==> src/rtl/cc_pkg.sv <==
// Shared condition-code types, constants and helpers for the LC-3
// N/Z/P flag and branch-enable logic.
package cc_pkg;

   typedef logic [2:0] nzp_t;

   localparam nzp_t NZP_N     = 3'b100;
   localparam nzp_t NZP_Z     = 3'b010;
   localparam nzp_t NZP_P     = 3'b001;
   localparam nzp_t NZP_RESET = NZP_Z;

   // Width of a context index; a single-context unit still gets a 1-bit select.
   function automatic int ctx_width(input int num_ctx);
      return (num_ctx > 1) ? $clog2(num_ctx) : 1;
   endfunction

   // A BRnzp mask is taken when any selected condition matches the flags.
   function automatic logic nzp_taken(input nzp_t mask, input nzp_t flags);
      return |(mask & flags);
   endfunction

endpackage

==> src/rtl/cc_classify.sv <==
// Combinational N/Z/P classifier for a WIDTH-bit bus value; the result is
// always exactly one-hot.
module cc_classify
   import cc_pkg::*;
#(
   parameter int WIDTH = 16
) (
   input  logic [WIDTH-1:0] bus_in,
   output nzp_t             nzp
);

   // NOTE: every branch assigns nzp, so no latch can be inferred.
   always_comb begin
      if (bus_in == '0) begin
         nzp = NZP_Z;
      end else if (bus_in[WIDTH-1]) begin
         nzp = NZP_N;
      end else begin
         nzp = NZP_P;
      end
   end

endmodule

==> src/rtl/cc_ben_unit.sv <==
// Multi-context condition-code and branch-enable unit: per-context NZP flags,
// registered BEN with a valid strobe, and saturating branch statistics.
module cc_ben_unit
   import cc_pkg::*;
#(
   parameter int WIDTH   = 16,
   parameter int NUM_CTX = 4,
   parameter int FWD     = 1,
   parameter int CNT_W   = 8,
   parameter int CTX_W   = ctx_width(NUM_CTX)
) (
   input  logic             Clk,
   input  logic             Reset,
   input  logic             LD_CC,
   input  logic             LD_BEN,
   input  logic [CTX_W-1:0] ctx_sel,
   input  logic [2:0]       IR,
   input  logic [WIDTH-1:0] bus_in,
   input  logic             clr_stats,
   input  logic [CTX_W-1:0] stat_sel,
   output logic             BEN,
   output logic             ben_valid,
   output logic [2:0]       nzp_out,
   output logic [CNT_W-1:0] eval_count,
   output logic [CNT_W-1:0] taken_count
);

   localparam logic [CNT_W-1:0] CNT_MAX = '1;

   nzp_t             flags     [NUM_CTX];
   logic [CNT_W-1:0] eval_cnt  [NUM_CTX];
   logic [CNT_W-1:0] taken_cnt [NUM_CTX];

   nzp_t bus_nzp;
   nzp_t cur_flags;
   nzp_t eval_flags;
   logic ctx_ok;
   logic stat_ok;
   logic do_cc;
   logic do_ben;
   logic ben_next;

   cc_classify #(.WIDTH(WIDTH)) u_classify (
      .bus_in (bus_in),
      .nzp    (bus_nzp)
   );

   // A non-power-of-2 context count leaves select codes with no storage behind them.
   assign ctx_ok  = (int'(ctx_sel)  < NUM_CTX);
   assign stat_ok = (int'(stat_sel) < NUM_CTX);
   assign do_cc   = LD_CC  && ctx_ok;
   assign do_ben  = LD_BEN && ctx_ok;

   always_comb begin
      cur_flags = NZP_RESET;
      if (ctx_ok) begin
         cur_flags = flags[ctx_sel];
      end
   end

   // With forwarding, a simultaneous flag load is visible to the branch evaluation.
   assign eval_flags = ((FWD != 0) && do_cc) ? bus_nzp : cur_flags;
   assign ben_next   = nzp_taken(nzp_t'(IR), eval_flags);

   // NOTE: registered state is written only with non-blocking assignments.
   always_ff @(posedge Clk) begin
      if (Reset) begin
         // NOTE: the flag and counter arrays are tiny and must start known, so they are reset.
         for (int i = 0; i < NUM_CTX; i++) begin
            flags[i] <= NZP_RESET;
         end
         BEN       <= 1'b0;
         ben_valid <= 1'b0;
      end else begin
         ben_valid <= 1'b0;
         if (do_cc) begin
            flags[ctx_sel] <= bus_nzp;
         end
         if (do_ben) begin
            BEN       <= ben_next;
            ben_valid <= 1'b1;
         end
      end
   end

   // Clear beats a same-cycle evaluation; counters stick at all-ones.
   always_ff @(posedge Clk) begin
      if (Reset || clr_stats) begin
         for (int i = 0; i < NUM_CTX; i++) begin
            eval_cnt[i]  <= '0;
            taken_cnt[i] <= '0;
         end
      end else if (do_ben) begin
         if (eval_cnt[ctx_sel] != CNT_MAX) begin
            eval_cnt[ctx_sel] <= eval_cnt[ctx_sel] + 1'b1;
         end
         if (ben_next && (taken_cnt[ctx_sel] != CNT_MAX)) begin
            taken_cnt[ctx_sel] <= taken_cnt[ctx_sel] + 1'b1;
         end
      end
   end

   always_comb begin
      nzp_out     = '0;
      eval_count  = '0;
      taken_count = '0;
      if (stat_ok) begin
         nzp_out     = flags[stat_sel];
         eval_count  = eval_cnt[stat_sel];
         taken_count = taken_cnt[stat_sel];
      end
   end

endmodule

==> config.mk <==
export PLATFORM = sky130hd
export DESIGN_NAME = cc_ben_unit
export DESIGN_NICKNAME = d
export VERILOG_FILES = /design/src/rtl/cc_pkg.sv /design/src/rtl/cc_classify.sv /design/src/rtl/cc_ben_unit.sv
export SDC_FILE = /design/constraint.sdc
export NUM_CORES = 1
export LEC_CHECK = 0
export BUFFER_PORTS_ARGS = -buffer_cell sky130_fd_sc_hd__buf_4
export CAP_MARGIN = 40
export CELL_PAD_IN_SITES_DETAIL_PLACEMENT = 0
export CELL_PAD_IN_SITES_GLOBAL_PLACEMENT = 1
export CORE_AREA = 3 3 88 107
export DETAILED_ROUTE_END_ITERATION = 10
export DIE_AREA = 0 0 91 110
export HOLD_SLACK_MARGIN = 0.02
export PLACE_DENSITY_LB_ADDON = 0.25
export SKIP_LAST_GASP = 1
export SYNTH_ARGS = -nofsm -noshare
export SYNTH_HDL_FRONTEND = slang
export SYNTH_SLANG_ARGS = --single-unit
export TNS_END_PERCENT = 100
==> constraint.sdc <==
create_clock -name Clk -period 6.3 [get_ports Clk]
set_input_delay 1.26 -clock Clk [delete_from_list [all_inputs] [get_ports Clk]]
set_output_delay 1.26 -clock Clk [all_outputs]
set_load 0.01 [all_outputs]
==> summary.txt, run 1 <==
Power and ir drop
  • P_int: between 0.0008 and 0.0009 W
  • Clock power frac: between 30% and 40%
  • VDD IR max: ~0.16 mV
  • PD cells: between 200 and 250 nW/um^2
  • Switching power total: around 0.00032 W
  • Pleak: approximately 1.8 nW
  • Gate power share: ~15%
  • Sequential Power Share: 53.8%
  • Sw frac: between 20% and 30%

Synth
  • Primary FF master, synth: edfxtp_1
  • Area leader, netlist: edfxtp_1
  • Yosys warnings: 0
  • Seq cells post-synth: just under 80
  • Commonest cells in the netlist: edfxtp_1 (76), nor2_1 (42), mux4_2 (35)
  • Async SR Flop Fraction: 0%
  • Most common cell in the netlist: edfxtp_1
  • Synth area leaders: edfxtp_1 (52%), mux4_2 (18%), nor2_1 (3.6%)
  • Mapped Area: 4352 um^2
  • Number of flops mapped to enable cells by yosys: 76
  • Syn Area/Cell: roughly 14 um^2
  • Post-synth cell types: between 40 and 50
  • Register area share after synthesis: between 50 and 60%
  • Yosys top cell area share: a little over half
  • Syn Inst Count: around 310
  • Syn_nets: roughly 340

STA
  • Clock Skew: around 0.013 ns
  • Final period util: 60.18%
  • Endpoints failing hold: 0
  • Final worst path period need: 3.791 ns
  • RSZ-0062 raised after global routing: false
  • Fmax: 263.8 MHz
  • Max Transition Viols Final: 0
  • Worst-margin pin slew: 0.6062 ns
  • Slew HR: between 50% and 60%
  • Setup-failing EPs final: 0
  • Fin Setup TNS: 0 ns

Clock network
  • Buffer count from post-CTS setup fixing: 0
  • Post-CTS sizing: 0
  • Clock Sinks: roughly 80
  • CTS tree: done
  • Worst-case clock buffer depth: 2
  • Number of hold buffers added after cts: 0
  • Clock root cell: clkbuf_8
  • Worst-path clk slew: around 0.09 ns
  • Worst-Skew Late Latency: about 0.37 ns
  • CTS H-Tree Depth: 3
  • Inserted Clock Buffers: 9

Place
  • GPL Wtd Cong: between 0.8 and 0.9
  • Placed insts: 462
  • Hpwl dp: 6859 um
  • Input/output buffers: 48

Floorplanning
  • Total die area: around 10000 um^2
  • Die W: between 90 and 100 um
  • Starting Density: around 51%
  • Number of I/O pins: 49
  • CORE AREA: roughly 8500 um^2
  • Die height: 110 um
  • Cell Rows: 37

Hold path
  • Min-delay worst type: reg -> reg
  • WHS Endpoint: BEN
  • Worst hold start: BEN
  • Min-Delay Path Depth: 2

Critical path
  • Startpoint Class: input pin
  • CP max stage delay: ~0.67 ns
  • Worst Path Arrival: 3.81 ns
  • Critical Path Sink Type: register
  • Setup slack, reg-to-reg: between 3 and 4 ns
  • Crit-path slowest cell: mux4_2
  • Worst setup path category: in -> reg
  • Worst EP required: between 6 and 7 ns
  • R2r startpoint: taken_cnt[2][0]
  • WP buf/inv: 1
  • Critical R2R Capture: taken_cnt[0][3]
  • CP Cell Sequence: buf_4 > mux4_2 > ha_1 > a31o_1 > nand2b_1 > nand2_1
  • CP top delay family: simple AND/OR/NAND/NOR gates
  • Crit path max fanout: 32
  • Length in cells of the worst reg-to-reg path: 8

Cells and area
  • Final cell count without fillers: approximately 480
  • Final #Nets: roughly 390
  • # diodes: 0
  • Layout area overhead: 12.59%
  • Post-layout utilization of the core: 57.52%
  • Layout cells sized above 1: ~35%

Global routing
  • Grt ovf: 0
  • Largest net degree at the start of global routing: 33
  • Gr usage total: about 20%
  • Vias in the first global route: between 2000 and 3000
  • First-pass GRT wire length: ~15000 um
  • Initial antenna violation count: 0

Route
  • 1st-iter DRT viols: 174
  • DRC: 0
  • Via count: 2804
  • DR pass1 iterations: 4
  • Total Wirelength: roughly 9500 um
  • Final ANT Viol Nets: 0
  • WL per Instance: between 15 and 20 um
  • Vias per cell: 5.866

Job
  • Maxcap violations: 0

Outcome
  • Status: finished, final reports clean
[power groups by stage]
stage                     combinational, W  clock [W]  sequential, W
after floorplan                   0.000116          0       0.000619
after global placement            0.000170          0       0.000625
after detailed placement          0.000173          0       0.000626
after CTS                         0.000173   0.000363       0.000614
after global routing              0.000186   0.000379       0.000618
final                             0.000171   0.000356       0.000615
[tightest hold or removal path: stages, from the launching register on]
cell and delay [ns]:
dfxtp_1 0.32, nand2b_1 0.06, a21oi_1 0.06
[cell type report]
| type | count | area [um^2] |
|---|---|---|
| multi-input combinational | 207 | 1836 |
| sequential | 78 | 2322 |
| clock inverter | 7 | 57.56 |
| fill | 748 | 3618 |
| tap | 117 | 146.4 |
| inverter | 7 | 26.28 |
| clock buffer | 9 | 123.9 |
| timing repair buffer | 53 | 387.9 |
[through the flow]
| step | hold WS, ns | power (W) | setup slack (ns) | cell area, um^2 |
|---|---|---|---|---|
| after floorplan | 0.4873 | 0.0007359 | 2.334 | 4352 |
| after global placement | 0.4678 | 0.0007951 | 1.917 | 4698 |
| after detailed placement | 0.4825 | 0.0007992 | 2.115 | 4718 |
| after CTS | 0.4959 | 0.001151 | 2.505 | 4900 |
| after global routing | 0.5213 | 0.001183 | 2.323 | 4900 |
| final | 0.4891 | 0.001142 | 2.509 | 4900 |
[layout by cell type, fill, tap and decap left out, drive strengths merged, types with 7 or more instances in the layout]
cell | netlist | final
edfxtp | 76 | 76
buf | 15 | 53
nor2 | 50 | 50
mux4 | 35 | 35
nor3 | 26 | 26
nand2 | 19 | 19
inv | 7 | 10
clkbuf | 7 | 9
nand2b | 9 | 9
xor2 | 8 | 8
nand3 | 8 | 8
mux2i | 7 | 7
o21ai | 7 | 7
[routing by layer]
metal / vias to the layer above / GRT usage (%) / share of wire [%]
met1: 1439 / 24.61 / 40
li1: 1283 / - / -
met5: - / 0 / 0
met3: 12 / 2.851 / 4.7
met4: 0 / 9.483 / 1.4
met2: 70 / 34.25 / 53
[worst max path at each step]
stage,from,end,slack (ns),cells past startpoint
4_1_cts,ctx_sel[0],eval_cnt[1][2],2.50,6
6_report,ctx_sel[0],eval_cnt[1][3],2.51,6
3_3_place_gp,ctx_sel[0],taken_cnt[0][6],1.92,8
5_1_grt,ctx_sel[0],taken_cnt[0][3],2.32,9
3_5_place_dp,ctx_sel[0],eval_cnt[1][5],2.11,6
2_1_floorplan,stat_sel[0],eval_count[5],2.33,3
[kinds of logic after synthesis]
kind of cell             count (synthesis)  synth area share, %
buffers and inverters                   29                4.457
flip-flops                              78                53.36
XOR/XNOR                                12                2.415
adder cells (fa/ha/maj)                  2               0.5750
AO/OA/AOI/OAI                           17                2.530
AND/OR/NAND/NOR                        132                16.42
multiplexers                            44                20.24
[registers in the layout, indices dropped and copies added (netlist names)]
register and cells:
BEN 1, eval_cnt 32, flags 12, taken_cnt 32, ben_valid 1
Note: power is estimated with default switching activity, not from simulation.
==> inputs of run 2 (changes only) <==
Settings changed: CORE_AREA 3 3 88 107 to 3 3 95 115, DIE_AREA 0 0 91 110 to 0 0 98 118.
Clock period 6.3 ns to 3.11 ns, I/O delays scaled along.
==> run 2 against run 1 <==
  * Highest routed layer unchanged
  * Largest power group unchanged
  * Critical path type unchanged
  * Clock skew is 0.0083 ns lower
  * Via count up 1.1%
  * Flip-flop and latch count unchanged
  * Clock power rose to 3.3 times the previous value
  * Non-clock buffer count is 16 higher
  * Design area up 6.4%
==> summary.txt, run 2 (synthesis gave the netlist of run 1 again) <==
Critical path
  • CP Depth: 8
  • Length in cells of the worst reg-to-reg path: 7
  • Crit-path slowest cell: mux4_2
  • Startpoint Class: input pin
  • CP top delay family: simple AND/OR/NAND/NOR gates
  • Worst EP required: about 3.3 ns
  • CP max stage delay: slightly below 0.6 ns
  • Setup slack, reg-to-reg: approximately 0.59 ns
  • R2r startpoint: taken_cnt[2][0]
  • Critical Path Sink Type: register
  • Worst setup path category: in -> reg
  • Worst Path Arrival: ~2.9 ns
  • Crit path max fanout: 32
  • Critical R2R Capture: taken_cnt[1][4]
  • CP Cell Sequence: buf_4 > mux4_2 > ha_1 > nand2b_1 > o22ai_1 > nand4_2 > nand4b_4 > nor3_1
  • WP buf/inv: 1
  • Critical Path Source: ctx_sel[0]

STA
  • Final period util: between 80% and 90%
  • RSZ-0062 raised after global routing: false
  • Endpoints failing hold: 0
  • Worst-margin pin slew: roughly 0.51 ns
  • Final worst path period need: between 2 and 3 ns
  • Setup-failing EPs final: 0
  • Max Transition Viols Final: 0
  • Clock Skew: around 0.0044 ns
  • Slew HR: roughly 66%
  • Fmax: around 360 MHz
  • Fin worst setup slack: around 0.34 ns

Floorplanning
  • CORE AREA: 9960 um^2
  • Starting Density: between 40% and 50%
  • Cell Rows: 40
  • Die W: approximately 100 um
  • Total die area: approximately 12000 um^2
  • Number of I/O pins: 49
  • Die height: ~120 um

Place
  • Place WS: -0.02602 ns
  • Hpwl dp: approximately 7300 um
  • Input/output buffers: 48
  • GPL Wtd Cong: about 0.8
  • Placed insts: slightly below 500

Hold path
  • Worst hold start: BEN
  • Min-Delay Path Depth: 2
  • WHS Endpoint: BEN
  • Min-delay worst type: reg -> reg

Clock network
  • Clock root cell: clkbuf_16
  • Number of hold buffers added after cts: 0
  • Post-CTS sizing: 0
  • Worst-case clock buffer depth: 2
  • Worst-Skew Late Latency: around 0.33 ns
  • Buffer count from post-CTS setup fixing: 0
  • CTS H-Tree Depth: 3
  • Worst-path clk slew: 0.06 ns
  • Clock Sinks: a little under 80
  • Inserted Clock Buffers: 9
  • CTS tree: done

Cells and area
  • Layout cells sized above 1: a little under two fifths
  • Final cell count without fillers: between 500 and 600
  • Layout area overhead: 19.75%
  • Biggest regs: eval_cnt x32, taken_cnt x32, flags x12
  • Post-layout utilization of the core: 52.32%
  • Commonest non-fill, non-tap cell in the layout: edfxtp_1
  • # diodes: 0
  • Most frequent cells in the layout: edfxtp_1 (76), buf_4 (68), nor2_1 (42)
  • Final #Nets: ~400

Power and ir drop
  • Pleak: approximately 2 nW
  • Gate power share: about an eighth
  • Switching power total: about 0.00064 W
  • Total power: 0.002809 W
  • VDD IR max: roughly 0.28 mV
  • Sequential Power Share: 44.3%
  • P_int: 0.002173 W
  • Clock power frac: a little over two fifths
  • Sw frac: between 20 and 25%
  • PD cells: approximately 540 nW/um^2

Global routing
  • Initial antenna violation count: 0
  • Vias in the first global route: 3103
  • First-pass GRT wire length: 16460 um
  • Gr usage total: 18.79%
  • Largest net degree at the start of global routing: 33
  • Grt ovf: 0

Route
  • DR pass1 iterations: 4
  • DRC: 0
  • Vias per cell: roughly 5.6
  • Via count: between 2000 and 3000
  • Total Wirelength: between 10000 and 15000 um
  • 1st-iter DRT viols: ~160
  • WL per Instance: 20.51 um
  • Final ANT Viol Nets: 0

Outcome
  • Status: finished, final reports clean

Job
  • Maxcap violations: 0
-- run 2: cell types whose count changed in the layout (fill, tap and decap cells not counted), moves of 2 or more --
cell	previous run	this run
buf_2	4	0
buf_4	49	68
bufinv_16	0	3
clkbuf_16	0	9
clkbuf_8	9	0
inv_6	2	0
-- run 2: area by class of cell --
cell class | count | area, um^2
fill | 875 | 4748
sequential | 78 | 2322
multi-input combinational | 207 | 1836
timing repair buffer | 69 | 530.5
clock buffer | 10 | 229.0
tap | 126 | 157.7
clock inverter | 6 | 110.1
inverter | 7 | 26.28
-- run 2: worst max-delay path by stage --
| stage | endpoint | slack (ns) |
|---|---|---|
| floorplan | taken_cnt[0][0] | -0.18 |
| global placement | taken_cnt[2][6] | 0.05 |
| detailed placement | taken_cnt[2][3] | -0.03 |
| CTS | taken_cnt[2][3] | 0.32 |
| global route | taken_cnt[2][5] | 0.08 |
| finish | taken_cnt[1][4] | 0.34 |
-- run 2: power groups by stage --
| stage | registers (W) | clock network (W) | logic (W) |
|---|---|---|---|
| 2_1_floorplan | 0.00125 | 0 | 0.000236 |
| 3_3_place_gp | 0.00126 | 0 | 0.000375 |
| 3_5_place_dp | 0.00127 | 0 | 0.000377 |
| 4_1_cts | 0.00125 | 0.00121 | 0.000379 |
| 5_1_grt | 0.00125 | 0.00126 | 0.000405 |
| 6_report | 0.00125 | 0.00119 | 0.000372 |
-- run 2: per-stage QoR --
step / area (um^2) / setup TNS, ns / hold slack [ns]
after floorplan: 4352 / -5.801 / 0.4873
after global placement: 4872 / 0 / 0.4748
after detailed placement: 4872 / -0.03951 / 0.4687
after CTS: 5211 / 0 / 0.4867
after global routing: 5211 / 0 / 0.5009
final: 5211 / 0 / 0.4859
-- run 2: per-layer routing --
layer | vias up | global-route usage, % | part of all wire [%]
li1 | 1318 | - | -
met1 | 1440 | 22.26 | 39
met2 | 62 | 34.63 | 56
met3 | 14 | 2.312 | 2.8
met4 | 0 | 6.667 | 1.7
met5 | - | 0 | 0
-- run 2: worst register-to-register path: stages, from the launching register on --
cell and delay [ns]:
edfxtp_1 0.45, mux4_2 0.52, ha_1 0.27, nand2b_1 0.10, o22ai_1 0.09, nand4_2 0.15
nand4b_4 0.44, nor3_1 0.34
